### src/rtl/dt_pipe_eval_if.sv
// Handshake and configuration bundle for dt_pipe_eval.
//   in_valid/in_ready/inp        : sample input side
//   out_valid/out_ready/outp/
//   out_leaf                     : classification result side
//   cfg_we/cfg_sel/cfg_addr/
//   cfg_data                     : node/leaf table write port
// master = producer/consumer/configurator side, slave = classifier side.
interface dt_pipe_eval_if #(
  parameter int IN_W  = 6,
  parameter int OUT_W = 6,
  parameter int DEPTH = 4
);
  localparam int FW = (IN_W > 1) ? $clog2(IN_W) : 1;
  localparam int CW = ((FW + 1) > OUT_W) ? (FW + 1) : OUT_W;

  logic             in_valid;
  logic             in_ready;
  logic [IN_W-1:0]  inp;
  logic             out_valid;
  logic             out_ready;
  logic [OUT_W-1:0] outp;
  logic [DEPTH-1:0] out_leaf;
  logic             cfg_we;
  logic             cfg_sel;
  logic [DEPTH-1:0] cfg_addr;
  logic [CW-1:0]    cfg_data;

  modport master (
    output in_valid, inp, out_ready, cfg_we, cfg_sel, cfg_addr, cfg_data,
    input  in_ready, out_valid, outp, out_leaf
  );

  modport slave (
    input  in_valid, inp, out_ready, cfg_we, cfg_sel, cfg_addr, cfg_data,
    output in_ready, out_valid, outp, out_leaf
  );
endinterface

### src/rtl/dt_pipe_eval.sv
// Pipelined, run-time-programmable binary decision-tree classifier.
// One pipeline stage per tree level; the last stage also registers the
// leaf code. Node entries are {pol, feat}: direction = inp[feat] ^ pol
// (feature bits at or above IN_W read as 0). Node table is heap-ordered.
// Ports:
//   clk   : clock
//   rst_n : asynchronous active-low reset
//   bus   : dt_pipe_eval_if.slave (sample in, result out, table config)
module dt_pipe_eval #(
  parameter int IN_W  = 6,
  parameter int OUT_W = 6,
  parameter int DEPTH = 4
) (
  input  logic           clk,
  input  logic           rst_n,
  dt_pipe_eval_if.slave  bus
);
  localparam int FW = (IN_W > 1) ? $clog2(IN_W) : 1;
  localparam int NN = (1 << DEPTH) - 1;
  localparam int NL = 1 << DEPTH;
  localparam int FP = 1 << FW;

  // Tables
  logic [FW:0]      node_q [NN];
  logic [OUT_W-1:0] leaf_q [NL];

  always_ff @(posedge clk or negedge rst_n) begin
    if (!rst_n) begin
      for (int unsigned i = 0; i < NN; i++) node_q[i] <= '0;
      for (int unsigned i = 0; i < NL; i++) leaf_q[i] <= '0;
    end else if (bus.cfg_we) begin
      if (bus.cfg_sel) begin
        leaf_q[bus.cfg_addr] <= bus.cfg_data[OUT_W-1:0];
      end else if (int'(bus.cfg_addr) < NN) begin
        node_q[bus.cfg_addr] <= bus.cfg_data[FW:0];
      end
    end
  end

  // Pipeline state: stage k holds the path after evaluating levels 0..k
  logic [DEPTH-1:0]            vld_q;
  logic [DEPTH-1:0][DEPTH-1:0] p_q;
  logic [OUT_W-1:0]            outp_q;

  logic [DEPTH-1:0]            rdy;
  logic [DEPTH-1:0]            src_vld;
  logic [DEPTH-1:0]            dir;
  logic [DEPTH-1:0][DEPTH-1:0] src_p;
  logic [DEPTH-1:0][DEPTH-1:0] nxt_p;
  logic [DEPTH-1:0][DEPTH-1:0] node_addr;
  logic [DEPTH-1:0][FW:0]      node_ent;
  logic [DEPTH-1:0][FP-1:0]    fvec;
  logic [DEPTH-1:0][IN_W-1:0]  src_samp;

  // The last stage never needs the sample, so only DEPTH-1 copies are kept.
  assign src_samp[0] = bus.inp;

  if (DEPTH > 1) begin : g_samp
    logic [DEPTH-2:0][IN_W-1:0] samp_q;

    always_ff @(posedge clk or negedge rst_n) begin
      if (!rst_n) begin
        samp_q <= '0;
      end else begin
        for (int unsigned k = 0; k < DEPTH - 1; k++) begin
          if (rdy[k] && src_vld[k]) samp_q[k] <= src_samp[k];
        end
      end
    end

    for (genvar g = 1; g < DEPTH; g++) begin : g_src
      assign src_samp[g] = samp_q[g-1];
    end
  end

  // ready_k = !valid_k || ready_{k+1} unrolled: stage k is ready unless it
  // and every stage after it are full while the sink is stalled.
  always_comb begin
    rdy = '0;
    for (int unsigned k = 0; k < DEPTH; k++) begin
      rdy[k] = bus.out_ready || ((vld_q | DEPTH'((1 << k) - 1)) != '1);
    end
  end

  always_comb begin
    src_vld   = '0;
    src_p     = '0;
    nxt_p     = '0;
    dir       = '0;
    node_addr = '0;
    node_ent  = '0;
    fvec      = '0;
    src_vld[0] = bus.in_valid;
    for (int unsigned k = 1; k < DEPTH; k++) begin
      src_vld[k] = vld_q[k-1];
      src_p[k]   = p_q[k-1];
    end
    for (int unsigned k = 0; k < DEPTH; k++) begin
      node_addr[k] = DEPTH'((1 << k) - 1) + src_p[k];
      node_ent[k]  = node_q[node_addr[k]];
      // Zero-padding to a power of two makes out-of-range features read 0.
      fvec[k]      = FP'(src_samp[k]);
      dir[k]       = fvec[k][node_ent[k][FW-1:0]] ^ node_ent[k][FW];
      nxt_p[k]     = (src_p[k] << 1) | DEPTH'(dir[k]);
    end
  end

  always_ff @(posedge clk or negedge rst_n) begin
    if (!rst_n) begin
      vld_q  <= '0;
      p_q    <= '0;
      outp_q <= '0;
    end else begin
      for (int unsigned k = 0; k < DEPTH; k++) begin
        if (rdy[k]) begin
          vld_q[k] <= src_vld[k];
          if (src_vld[k]) p_q[k] <= nxt_p[k];
        end
      end
      if (rdy[DEPTH-1] && src_vld[DEPTH-1]) begin
        outp_q <= leaf_q[nxt_p[DEPTH-1]];
      end
    end
  end

  assign bus.in_ready  = rdy[0];
  assign bus.out_valid = vld_q[DEPTH-1];
  assign bus.out_leaf  = p_q[DEPTH-1];
  assign bus.outp      = outp_q;
endmodule
### src/flat_wrapper.sv
// flat-port wrapper written by rule: the top's interface ports become plain ports
module dt_pipe_eval_flat 
#(
  parameter int IN_W  = 6,
  parameter int OUT_W = 6,
  parameter int DEPTH = 4
)
  (clk, rst_n, bus_in_valid, bus_inp, bus_out_ready, bus_cfg_we, bus_cfg_sel, bus_cfg_addr, bus_cfg_data, bus_in_ready, bus_out_valid, bus_outp, bus_out_leaf);
  dt_pipe_eval_if #(.IN_W(IN_W), .OUT_W(OUT_W), .DEPTH(DEPTH)) bus_i ();
  input  logic clk;
  input  logic rst_n;
  input wire logic [$bits(bus_i.in_valid)-1:0] bus_in_valid;
  input wire logic [$bits(bus_i.inp)-1:0] bus_inp;
  input wire logic [$bits(bus_i.out_ready)-1:0] bus_out_ready;
  input wire logic [$bits(bus_i.cfg_we)-1:0] bus_cfg_we;
  input wire logic [$bits(bus_i.cfg_sel)-1:0] bus_cfg_sel;
  input wire logic [$bits(bus_i.cfg_addr)-1:0] bus_cfg_addr;
  input wire logic [$bits(bus_i.cfg_data)-1:0] bus_cfg_data;
  output wire logic [$bits(bus_i.in_ready)-1:0] bus_in_ready;
  output wire logic [$bits(bus_i.out_valid)-1:0] bus_out_valid;
  output wire logic [$bits(bus_i.outp)-1:0] bus_outp;
  output wire logic [$bits(bus_i.out_leaf)-1:0] bus_out_leaf;
  assign bus_i.in_valid = bus_in_valid;
  assign bus_i.inp = bus_inp;
  assign bus_i.out_ready = bus_out_ready;
  assign bus_i.cfg_we = bus_cfg_we;
  assign bus_i.cfg_sel = bus_cfg_sel;
  assign bus_i.cfg_addr = bus_cfg_addr;
  assign bus_i.cfg_data = bus_cfg_data;
  assign bus_in_ready = bus_i.in_ready;
  assign bus_out_valid = bus_i.out_valid;
  assign bus_outp = bus_i.outp;
  assign bus_out_leaf = bus_i.out_leaf;
  dt_pipe_eval #(.IN_W(IN_W), .OUT_W(OUT_W), .DEPTH(DEPTH)) u_core (.clk(clk), .rst_n(rst_n), .bus(bus_i));
endmodule
### config.mk
export PLATFORM = sky130hd
export DESIGN_NAME = dt_pipe_eval_flat
export DESIGN_NICKNAME = d
export VERILOG_FILES = /design/src/rtl/dt_pipe_eval_if.sv /design/src/rtl/dt_pipe_eval.sv /design/src/flat_wrapper.sv
export SDC_FILE = /design/constraint.sdc
export NUM_CORES = 1
export LEC_CHECK = 0
export ABC_AREA = 1
export CAP_MARGIN = 30
export CORE_ASPECT_RATIO = 0.9
export CORE_UTILIZATION = 60
export DETAILED_ROUTE_END_ITERATION = 12
export GPL_TIMING_DRIVEN = 0
export PLACE_DENSITY = 0.89
export SYNTH_ARGS = -nofsm -noshare
export SYNTH_HDL_FRONTEND = slang
export SYNTH_SLANG_ARGS = --single-unit
### constraint.sdc
create_clock -name clk -period 4.3 [get_ports clk]
set_input_delay 0.86 -clock clk [delete_from_list [all_inputs] [get_ports clk]]
set_output_delay 0.86 -clock clk [all_outputs]
set_load 0.02 [all_outputs]
# Word level (Yosys, flattened, before mapping)
# Index checks and enable logic that the tools add are counted.
# word_totals
register_bits,197
input_bits,22
out_inout_bits,12
# op_classes
addsub,3
n_lt_le_gt_ge,11
n_eq_ne,3
mux,26
bitwise,14
reduce_logical,15
# op_table
cell,n
bitwise mux 96 bit,1
bitwise mux 60 bit,1
binary-select mux 4 bit (select 4 bit),3
2-to-1 mux 4 bit,7
greater-or-equal comparator 5 bit (second input constant),5
inverter 4 -> 5 bit,5
binary-select mux 6 bit (select 4 bit),1
demux 6 bit (select 4 bit),1
2-to-1 mux 6 bit,3
demux 4 bit (select 4 bit),1
less-than comparator 3 x 4 -> 1 bit (second input constant),4
binary-select mux 1 bit (select 3 bit),4
AND reduction 2 bit,5
OR 4 x 1 -> 4 bit,2
logical AND 1 bit,5
less-than comparator 5 x 1 -> 1 bit (second input constant),1
adder 2 x 4 -> 4 bit (first input constant),1
adder 3 x 4 -> 4 bit (first input constant),1
logical OR 1 bit,4
less-than comparator 4 bit (second input constant),1
2-to-1 mux 1 bit,4
!= test 4 bit (second input constant),1
bitwise XOR 1 bit,4
!= test 3 bit (second input constant),1
5 further kinds,6

# Depth between registers and ports, before layout
# Gate-level depths: netlist of run 1.
# logic_depth
depth_word,13
mapped_depth,28
mapped_depth_nobuf,23

# Worst setup path before layout of run 1
# No wires, ideal clock.
# synth_path
kind,register to register
startpoint,register u_core.p_q[8] (netlist bit)
endpoint,register u_core.outp_q[0] (netlist: u_core.bus.outp[0])
setup_time_ps,117
arrival_time_ps,2970
t_required_ps,4183
setup_slack_ps,1214
stages_incl_launch_ff,28
path_buffers,7
synth_period_minus_slack_ps,3086
path_cell_list,dfrtp_1 > buf_6 > inv_4 > buf_6 > buf_6 > buf_2 > ha_1 > buf_4 > inv_2 > buf_6 > a21oi_1 > o21ai_0 > nand3_1 > nand3_1 > nand2_1 > nor2_2 > o211ai_4 > nand2_4 > nand2_8 > nand2_8 > buf_6 > nand2_1 > nand3_1 > nand3_1 > nand3_1 > nand2_1 > nand2_1 > nand2_1
# synth_between
elab_chain_len,13
# synth_lines
element,line_no,text
from (decl),dt_pipe_eval.sv:42,logic [DEPTH-1:0][DEPTH-1:0] p_q;
"from (signal, indexed assignment)",dt_pipe_eval.sv:117,if (src_vld[k]) p_q[k] <= nxt_p[k];
adder 3 x 4 -> 4 bit,dt_pipe_eval.sv:99,node_addr[k] = DEPTH'((1 << k) - 1) + src_p[k];
inverter 4 -> 5 bit (not written as such),dt_pipe_eval.sv:100,node_ent[k] = node_q[node_addr[k]];
binary-select mux 4 bit (select 4 bit),dt_pipe_eval.sv:100,
2-to-1 mux 4 bit (not written as such) (2 in series),dt_pipe_eval.sv:100,
binary-select mux 1 bit (select 3 bit),dt_pipe_eval.sv:103,dir[k] = fvec[k][node_ent[k][FW-1:0]] ^ node_ent[k][FW];
2-to-1 mux 1 bit (not written as such),dt_pipe_eval.sv:103,
bitwise XOR 1 bit,dt_pipe_eval.sv:103,
OR 4 x 1 -> 4 bit *,dt_pipe_eval.sv:104,nxt_p[k] = (src_p[k] << 1) | DEPTH'(dir[k]);
inverter 4 -> 5 bit (not written as such) *,dt_pipe_eval.sv:121,outp_q <= leaf_q[nxt_p[DEPTH-1]];
binary-select mux 6 bit (select 4 bit) *,dt_pipe_eval.sv:121,
2-to-1 mux 6 bit (not written as such) * (2 in series),dt_pipe_eval.sv:121,
to (signal assigned),dt_pipe_eval.sv:121,
to (decl),dt_pipe_eval.sv:43,logic [OUT_W-1:0] outp_q;
# Every way passes the cells marked *; elsewhere a longest branch is shown, timed or not. The select of a mux whose other input is x is not followed.
# A chain may end at the register's enable or synchronous reset.

# Final worst setup path of run 1
# Ends and elaborated chain as after synthesis.

==> results of run 1 <==
==> metal layers <==
metal  wire, um  GRT usage  up-vias  part of all wire
li1           -          -     4231                 -
met1      11400      0.486     4320              0.42
met2      12200      0.526      510              0.45
met3       2970     0.0906       73              0.11
met4        694      0.117        0             0.025
met5          0          0        -                 0
==> registers in the layout, summed over array words and instances, names as in the netlist <==
signal,count
u_core.node_ent,4
u_core.fvec,18
u_core.bus.outp,6
u_core.leaf_q,96
u_core.node_q,56
u_core.p_q,6
u_core.vld_q,4
u_core.bus.out_leaf,4
==> timing repair <==
action,4_1_cts,5_1_grt
resized for setup,0,2
setup buffers,0,6
setup endpoints to repair,0,6
endpoints found under the hold margin,0,0
==> worst max path at each step <==
| stage | startpoint | endpoint | slack, ns | cells after the start |
|---|---|---|---|---|
| after floorplan | u_core.p_q[8] | u_core.bus.outp[0] | 1.21 | 27 |
| after global placement | rst_n | u_core.fvec[10] | -5.53 | 1 |
| after detailed placement | u_core.p_q[8] | u_core.bus.outp[0] | 0.29 | 27 |
| after CTS | u_core.p_q[8] | u_core.bus.outp[2] | 0.19 | 27 |
| after global routing | u_core.p_q[8] | u_core.bus.outp[0] | 0.01 | 27 |
| final | u_core.p_q[8] | u_core.bus.outp[0] | 0.20 | 27 |
==> through the flow <==
step	instance area, um2	hold slack, ns	utilization	cells	TNS [ns]
global placement	10400	0.456	0.662	1518	-1068.89
global route	11000	0.498	0.702	1557	0
floorplan	9810	0.447	-	1283	0
detailed placement	10400	0.467	0.664	1519	0
CTS	11000	0.482	0.699	1551	0
finish	11000	0.465	0.702	1557	0
==> placed cells by master (no fill, tap or decap), types with 2 or more instances in the layout <==
cell type | netlist | final
a32oi_1 | 2 | 2
inv_1 | 159 | 159
nor2_1 | 29 | 29
a221oi_1 | 2 | 2
nand3_1 | 169 | 169
o211ai_1 | 3 | 3
buf_6 | 11 | 11
nand3_2 | 4 | 4
clkbuf_8 | 0 | 3
ha_1 | 2 | 2
clkinv_2 | 0 | 4
o21ai_1 | 3 | 3
xor2_1 | 3 | 3
clkbuf_1 | 38 | 41
a31oi_1 | 2 | 2
nand2_4 | 3 | 3
inv_2 | 3 | 3
nand2_8 | 2 | 2
clkinvlp_4 | 0 | 3
nand2_2 | 8 | 8
nand2_1 | 384 | 384
dfrtp_1 | 194 | 194
clkdlybuf4s50_1 | 0 | 32
or2_2 | 2 | 2
a21oi_1 | 38 | 38
o21ai_0 | 193 | 193
clkbuf_16 | 0 | 17
buf_4 | 9 | 16
inv_4 | 2 | 2
buf_2 | 8 | 7
==> kinds of logic after synthesis <==
logic type,after synthesis
AO/OA/AOI/OAI,245
XOR/XNOR,3
adder cells (fa/ha/maj),2
buffers and inverters,233
flip-flops,194
multiplexers,2
AND/OR/NAND/NOR,604
==> area by class of cell <==
type / count / share of cell area
flip-flops and latches: 194 / 0.440
repair buffers: 40 / 0.0370
multi-input cells: 856 / 0.358
clock inverters: 9 / 0.00737
inverters: 166 / 0.0574
well taps: 202 / 0.0229
clock buffers: 23 / 0.0433
plain buffers: 67 / 0.0345
==> impl_results.md, run 1 <==
* Syn_nets at 1307
* XOR/XNOR Fraction of Synth Area at 0.00268
* Area of the multi-input gates at 3950 um2
* Pre-CTS WS at 0.292 ns
* Chip Width at 137 um
* Synth top area cells: dfrtp_1 49%, nand2_1 15%, o21ai_0 9.8%
* Initial antenna violation count at 0
* CTS max path bufs at 2
* WS Path Type: flip-flop to flip-flop
* Netlist Area Pre-Place at 9810 um2
* Clk sinks at 194
* CP Data Required Time at 4.62 ns
* Layout Nets at 1366
* Achievable frequency at 0.244 GHz
* First-pass GRT wire length at 43500 um
* Adder-cell area share of the yosys netlist at 0.00255
* Layout area overhead at 12.5%
* Post-synthesis cell type count at 35
* Fillcell total at 1234
* GRT overflow at 0
* Startpoint Class: flip-flop
* Synth area leader: dfrtp_1
* Ys Warns at 0
* Std cell rows at 43
* Final Hold Viols at 0
* Maxcap violations at 0
* Top-count cell post-synth: nand2_1
* CORE AREA at 15700 um2
* Boundary Pins at 34
* Yosys top cell area share at 0.495
* Iter 0 DRT Violations at 1260
* Simple-gate portion of the synthesized area at 0.265
* Worst setup margin at 0.200 ns
* CTS hold repair buffers at 0
* Final critical-path required period at 4.10 ns
* Post-synthesis sequential area ratio at 0.495
* H-tree Lvls at 4
* CP delay by family, top: simple AND/OR/NAND/NOR gates
* Ys flop type: dfrtp_1
* Skew-Pair Late Insertion Delay at 0.44 ns
* Diode count at 0
* Cells after synthesis at 1283
* Detailed-route DRC error count at 0
* Clock slew at reported path FFs at 0.07 ns
* Slowest cell on crit path: dfrtp_1
* Die ar. at 16900 um2
* Worst reg-to-reg setup slack at 0.20 ns
* Die height at 123 um
* Syn_area_per_cell at 7.65 um2
* Vias in the first global route at 8420
* Largest net degree at the start of global routing at 101
* 1st-pass router iterations at 8
* Compound-Gate Fraction of Synth Area at 0.130
* Crit path max fanout at 10
* Reg2reg start: u_core.p_q[8]
* Remaining antenna violation count after routing at 0
* Gp weighted congestion at 0.953
* Overall routing resource usage at 0.347
* Share of cells above drive strength 1 at 0.0694
* Routed len/inst at 17.5 um
* Total wire length at 27200 um
* CTS tree: built
* Reg2Reg Capture Point: u_core.bus.outp[0]
* Ys async rst share at 1.00
* Initial Utilization at 0.624
* CP Data Arrival Time at 4.42 ns
* Via density at 5.87
* Worst-case reg-to-reg path depth at 27
* Status: complete, no violations
* Critical Path Max Stage Delay at 0.38 ns
* Routed via count at 9134
* Final setup fails at 0
* Fin crit share at 0.953
* Flops & latches, synth at 194
* Root Driver: clkbuf_16
* Worst-margin pin slew at 0.830 ns
* Clock skew at 0.00659 ns
* Slew Limit Fails at 0
* Mux cell area share after synthesis at 0.00217
* Main combinational cell family by area after synthesis: simple AND/OR/NAND/NOR gates
* Reg area at 4850 um2
* Hold Path Class: input port to asynchronous set/reset pin
* RSZ-0062 raised after global routing: false
* Input/output buffers at 33
* Top cell types by occurrence after synthesis: 384 x nand2_1, 194 x dfrtp_1, 193 x o21ai_0
* Worst Setup End Kind: flip-flop
* Max-slew headroom at 0.442
* Post-DP HPWL at 18500 um
* Worst Path Buf+Inv at 10
* CTS buffer count at 17
* Crit path top cell by count: nand3_1
* EDFF count, synth at 0
Power of run 1 is not shown: default switching activity piles up to over one toggle a cycle in this logic, so the estimate is an artifact.
==> run 2: changes to the inputs <==
--- a/config.mk
+++ b/config.mk
@@ -7,10 +7,11 @@
 export LEC_CHECK = 0
 export ABC_AREA = 1
 export CAP_MARGIN = 30
-export CORE_ASPECT_RATIO = 0.9
+export CORE_ASPECT_RATIO = 0.6
 export CORE_UTILIZATION = 60
 export DETAILED_ROUTE_END_ITERATION = 12
 export GPL_TIMING_DRIVEN = 0
+export HOLD_SLACK_MARGIN = 0.05
 export PLACE_DENSITY = 0.89
 export SYNTH_ARGS = -nofsm -noshare
 export SYNTH_HDL_FRONTEND = slang
==> run 2 against run 1 <==
Effect of this change:
- worst hold slack got worse by 0.12 ns
- sequential share of layout area fell by 0.13 points
- critical path depth decreased by 4
- final cell count decreased by 0.13%
- count of clock-buffer cells in the layout fell by 4
- utilization increased by 0.36 points
- routed wire length up 2.8%
==> impl_results.md, run 2 (synthesized netlist as in run 1, its figures left out) <==
* Layout Nets at 1363 (-0.22%)
* Fillcell total at 1306 (+5.8%)
* Biggest register: u_core.leaf_q
* Routed len/inst at 18.0 um (+2.9%)
* Hold Path Class: input port to asynchronous set/reset pin
* Root Driver: clkbuf_16
* Worst-margin pin slew at 0.926 ns (+0.0960 ns)
* H-tree Lvls at 4 (unchanged)
* Diode count at 0 (unchanged)
* GRT overflow at 0 (unchanged)
* 1st-pass router iterations at 6 (-2)
* Worst Setup End Kind: flip-flop
* Gp weighted congestion at 1.00 (+4.9%)
* Boundary Pins at 34 (unchanged)
* Die ar. at 16900 um2 (about the same)
* Slew Limit Fails at 0 (unchanged)
* Fin crit share at 0.978 (+0.0250)
* Largest net degree at the start of global routing at 122 (+21%)
* CTS tree: built
* Overall routing resource usage at 0.349 (+0.00211)
* CORE AREA at 15700 um2 (-0.21%)
* Chip Width at 167 um (+22%)
* Worst setup margin at 0.0926 ns (-0.108 ns)
* First-pass GRT wire length at 44200 um (+1.6%)
* Achievable frequency at 0.238 GHz (-2.6%)
* Pre-CTS WS at 0.0802 ns (-0.212 ns)
* CTS max path bufs at 2 (unchanged)
* Max-slew headroom at 0.378 (-0.0645)
* Iter 0 DRT Violations at 1273 (+1.0%)
* Initial Utilization at 0.626 (+0.00130)
* Initial antenna violation count at 0 (unchanged)
* CTS buffer count at 17 (unchanged)
* Clock slew at reported path FFs at 0.07 ns (about the same)
* CTS hold repair buffers at 0 (unchanged)
* Input/output buffers at 33 (unchanged)
* Clock skew at 0.0138 ns (+0.00719 ns)
* Final critical-path required period at 4.21 ns (+0.108 ns)
* Status: complete, no violations
* Final Hold Viols at 0 (unchanged)
* Via density at 5.84 (-0.51%)
* Maxcap violations at 0 (unchanged)
* Routed via count at 9076 (-0.63%)
* Die height at 101 um (-18%)
* Std cell rows at 35 (-19%)
* Post-DP HPWL at 20000 um (+8.0%)
* Total wire length at 28000 um (+2.8%)
* Most common cell after layout, fill and taps aside: nand2_1
* CP Data Required Time at 4.63 ns (about the same)
* Most frequent cells in the layout: 383 x nand2_1, 194 x dfrtp_1, 193 x o21ai_0
* Startpoint Class: flip-flop
* Vias in the first global route at 8095 (-3.9%)
* Remaining antenna violation count after routing at 0 (unchanged)
* Final setup fails at 0 (unchanged)
* Max reg flops at 96 (unchanged)
* Detailed-route DRC error count at 0 (unchanged)
* Layout area overhead at 12.8%
* Share of cells above drive strength 1 at 0.0732 (+0.00385)
* Skew-Pair Late Insertion Delay at 0.44 ns (about the same)
* CP Data Arrival Time at 4.53 ns (+0.11 ns)
* WS Path Type: flip-flop to flip-flop
* Crit path max fanout at 10 (unchanged)
* Clk sinks at 194 (unchanged)
==> run 2: path summary, 6_finish.rpt <==
| kind | startpoint | end | slack [ns] | cells past startpoint |
|---|---|---|---|---|
| max | u_core.p_q[8] | u_core.bus.outp[5] | 0.09 | 23 |
| min | rst_n | u_core.leaf_q[64] | 0.35 | 1 |
| max reg2reg | u_core.p_q[8] | u_core.bus.outp[5] | 0.09 | 23 |
| min reg2reg | u_core.bus.outp[1] | u_core.bus.outp[1] | 0.48 | 2 |
| max in group asynchronous | rst_n | u_core.node_q[5] | 2.96 | 2 |
| min in group clk | u_core.bus.outp[1] | u_core.bus.outp[1] | 0.48 | 2 |
==> run 2: cell type report <==
class | instances | area, um2 | area share
well taps | 203 | 254 | 0.0230
repair buffers | 37 | 385 | 0.0348
clock buffers | 19 | 453 | 0.0409
multi-input cells | 856 | 3970 | 0.359
plain buffers | 67 | 380 | 0.0344
clock inverters | 13 | 136 | 0.0123
flip-flops and latches | 194 | 4850 | 0.439
inverters | 166 | 633 | 0.0572
==> run 2: metal layers <==
metal,GRT usage,routed length (um),vias to the layer above
met5,0,0,-
met4,0.0798,349,0
met3,0.118,4160,41
met2,0.488,11300,556
met1,0.520,12200,4267
li1,-,-,4212
==> run 2: worst max-delay path, stage by stage, from the launching register on <==
cell	delay [ns]
dfrtp_1	0.38
buf_6	0.15
inv_4	0.11
buf_6	0.16
buf_6	0.18
buf_4	0.23
ha_1	0.25
buf_4	0.19
buf_2	0.22
nand2_1	0.09
a21oi_1	0.05
o311ai_2	0.39
nand2_1	0.29
inv_2	0.19
nand3_2	0.14
nand2_2	0.14
buf_6	0.17
nand2_1	0.06
nand3_1	0.08
nand3_1	0.21
nand3_1	0.18
nand2_1	0.08
nand2_1	0.07
nand2_1	0.05
==> run 2: stage by stage <==
| step | setup TNS (ns) | util | hold slack [ns] | cell area, um2 | instances |
|---|---|---|---|---|---|
| finish | 0 | 0.706 | 0.347 | 11100 | 1555 |
| global route | -0.0125 | 0.706 | 0.415 | 11100 | 1555 |
| CTS | 0 | 0.703 | 0.389 | 11000 | 1552 |
| detailed placement | 0 | 0.665 | 0.462 | 10400 | 1520 |
| global placement | -1068.50 | 0.663 | 0.465 | 10400 | 1519 |
| floorplan | 0 | - | 0.447 | 9810 | 1283 |
==> run 2: what timing repair did <==
| item | CTS | global route |
|---|---|---|
| setup endpoints to repair | 0 | 6 |
| resized for setup | 0 | 7 |
| setup buffers | 0 | 3 |
Power of run 2 is left out for the same reason.
==> run 3: changes to the inputs <==
--- a/config.mk
+++ b/config.mk
@@ -8,11 +8,11 @@
 export ABC_AREA = 1
 export CAP_MARGIN = 30
 export CORE_ASPECT_RATIO = 0.6
-export CORE_UTILIZATION = 60
+export CORE_UTILIZATION = 45
 export DETAILED_ROUTE_END_ITERATION = 12
 export GPL_TIMING_DRIVEN = 0
 export HOLD_SLACK_MARGIN = 0.05
-export PLACE_DENSITY = 0.89
+export PLACE_DENSITY = 0.73
 export SYNTH_ARGS = -nofsm -noshare
 export SYNTH_HDL_FRONTEND = slang
 export SYNTH_SLANG_ARGS = --single-unit
==> run 3 against run 2 <==
Effect of this change:
- the flow now finishes with violations (DRC)
- design area increased by 0.79%
- critical endpoint unchanged
- sequential share of layout area is 0.34 points lower
- utilization fell by 18 points
- die area increased by 33%
- clock skew is 0.0042 ns lower
- non-clock buffer count shrank 2
- via count is 2.5% lower
- count of clock-buffer cells in the layout did not move
- maximum frequency grew 1.6%
- critical path depth stayed put
- final cell count grew 4.8%
==> impl_results.md, run 3 (synthesized netlist as in run 1, its figures left out) <==
* Diode count at 0 (unchanged)
* CP Data Arrival Time at 4.49 ns (-0.04 ns)
* Final critical-path required period at 4.14 ns (-0.0666 ns)
* Fin crit share at 0.963 (-0.0155)
* Worst setup margin at 0.159 ns (+0.0666 ns)
* Layout area overhead at 13.7%
* Overall routing resource usage at 0.272 (-0.0767)
* RSZ-0062 raised after global routing: false
* Max reg flops at 96 (unchanged)
* Via density at 5.43 (-6.9%)
* Fillcell total at 2045 (+57%)
* Root Driver: clkbuf_16
* Final Hold Viols at 0 (unchanged)
* Most common cell after layout, fill and taps aside: nand2_1
* CTS buffer count at 17 (unchanged)
* Crit path top cell by count: nand2_1
* Boundary Pins at 34 (unchanged)
* Clk sinks at 194 (unchanged)
* Chip Width at 193 um (+15%)
* Pre-CTS WS at 0.0617 ns (-0.0184 ns)
* CP delay by family, top: buffers and inverters
* Die ar. at 22400 um2 (+33%)
* Hold Path Class: input port to asynchronous set/reset pin
* Maxcap violations at 0 (unchanged)
* Vias in the first global route at 7833 (-3.2%)
* Std cell rows at 41 (+17%)
* Most frequent cells in the layout: 383 x nand2_1, 194 x dfrtp_1, 193 x o21ai_0
* Layout Nets at 1361 (-0.15%)
* Gp weighted congestion at 0.994 (-0.55%)
* Iter 0 DRT Violations at 1049 (-18%)
* Clock skew at 0.00956 ns (-0.00423 ns)
* Failing checks: DRC
* Final setup TNS at 0 ns (unchanged)
* Initial Utilization at 0.463 (-0.163)
* Routed len/inst at 17.7 um (-1.5%)
* Detailed-route DRC error count at 10 (+10)
* Reg2reg start: u_core.p_q[8]
* Final Instance Area at 11200 um2 (+0.79%)
* 1st-pass router iterations at 10 (+4)
* Startpoint Class: flip-flop
* CTS hold repair buffers at 0 (unchanged)
* CP Data Required Time at 4.65 ns (+0.02 ns)
* Reg2Reg Capture Point: u_core.bus.outp[5]
* Final setup fails at 0 (unchanged)
* WS Path Type: flip-flop to flip-flop
* Input/output buffers at 33 (unchanged)
* Crit path max fanout at 10 (unchanged)
* CP Cell Sequence: buf_6 > inv_4 > buf_6 > buf_6 > buf_6 > ha_1 > buf_4 > clkbuf_4 > nand2_1 > a21oi_1 > o311ai_2 > nand2_1 > inv_2 > nand3_2 > nand2_2 > buf_6 > nand2_1 > nand3_1 > nand3_1 > nand3_1 > nand2_1 > nand2_1 > nand2_1
* Largest net degree at the start of global routing at 119 (-2.5%)
* Worst-margin pin slew at 0.832 ns (-0.0941 ns)
* Worst-case reg-to-reg path depth at 23 (unchanged)
* First-pass GRT wire length at 45000 um (+1.7%)
* Routed via count at 8849 (-2.5%)
* Post-DP HPWL at 20900 um (+4.3%)
* Share of cells above drive strength 1 at 0.0719 (-0.00137)
* H-tree Lvls at 4 (unchanged)
* Critical Path Max Stage Delay at 0.39 ns (about the same)
* Status: complete, but fails checks
* DP Area at 10500 um2 (+0.91%)
* Slowest cell on crit path: dfrtp_1
* CTS max path bufs at 2 (unchanged)
* CORE AREA at 21200 um2 (+35%)
* Clock slew at reported path FFs at 0.07 ns (about the same)
* Worst Setup End Kind: flip-flop
* Remaining antenna violation count after routing at 0 (unchanged)
* Total wire length at 28900 um (+3.2%)
* Slew Limit Fails at 0 (unchanged)
* CTS tree: built
* Initial antenna violation count at 0 (unchanged)
* Worst Path Buf+Inv at 9 (unchanged)
* GRT overflow at 0 (unchanged)
* Die height at 116 um (+15%)
* Worst reg-to-reg setup slack at 0.16 ns (+0.07 ns)
* Max-slew headroom at 0.441 (+0.0632)
* Achievable frequency at 0.241 GHz (+1.6%)
* Skew-Pair Late Insertion Delay at 0.46 ns (+0.02 ns)
* Biggest register: u_core.leaf_q
==> run 3: changes by cell type in the layout (fill, tap and decap cells not counted), sizes merged <==
cell,delta
inv,-8
clkinv,+6
bufinv,+1
clkinvlp,+1
clkbuf,+1
buf,-3
==> run 3: what timing repair did <==
item	in CTS	in global routing
resized for setup	1	11
gates cloned	0	0
setup buffers	0	1
setup endpoints to repair	1	6
pin swaps	0	1
==> run 3: worst max path at each step <==
stage | slack [ns] | start | cells past startpoint | end
floorplan | 1.21 | u_core.p_q[8] | 27 | u_core.bus.outp[0]
global placement | -5.79 | rst_n | 1 | u_core.node_q[17]
detailed placement | 0.06 | u_core.p_q[8] | 23 | u_core.bus.outp[2]
CTS | 0.05 | u_core.p_q[8] | 25 | u_core.bus.outp[2]
global route | 0.02 | u_core.p_q[8] | 27 | u_core.bus.outp[5]
finish | 0.16 | u_core.p_q[8] | 23 | u_core.bus.outp[5]
==> run 3: through the flow <==
step           std cells  utilization  hold slack (ns)
5_1_grt             1629        0.526            0.415
3_5_place_dp        1596        0.497            0.470
2_1_floorplan       1283            -            0.447
6_report            1629        0.526            0.373
3_3_place_gp        1595        0.495            0.465
4_1_cts             1628        0.524            0.395
==> run 3: cell type report <==
cell class,instances,area (um2),area share
Buffer,67,390,0.0350
Inverter,166,636,0.0570
Clock inverter,13,136,0.0122
Multi-Input combinational cell,856,3980,0.356
Clock buffer,19,443,0.0397
Tap cell,279,349,0.0313
Sequential cell,194,4850,0.435
Timing Repair Buffer,35,370,0.0332
==> run 3: metal layers <==
| layer | global-route usage | wire (um) |
|---|---|---|
| met5 | 0.0171 | 51 |
| met4 | 0.0619 | 268 |
| met3 | 0.0805 | 3040 |
| met2 | 0.342 | 11000 |
| met1 | 0.441 | 14500 |
Power of run 3 is left out for the same reason.
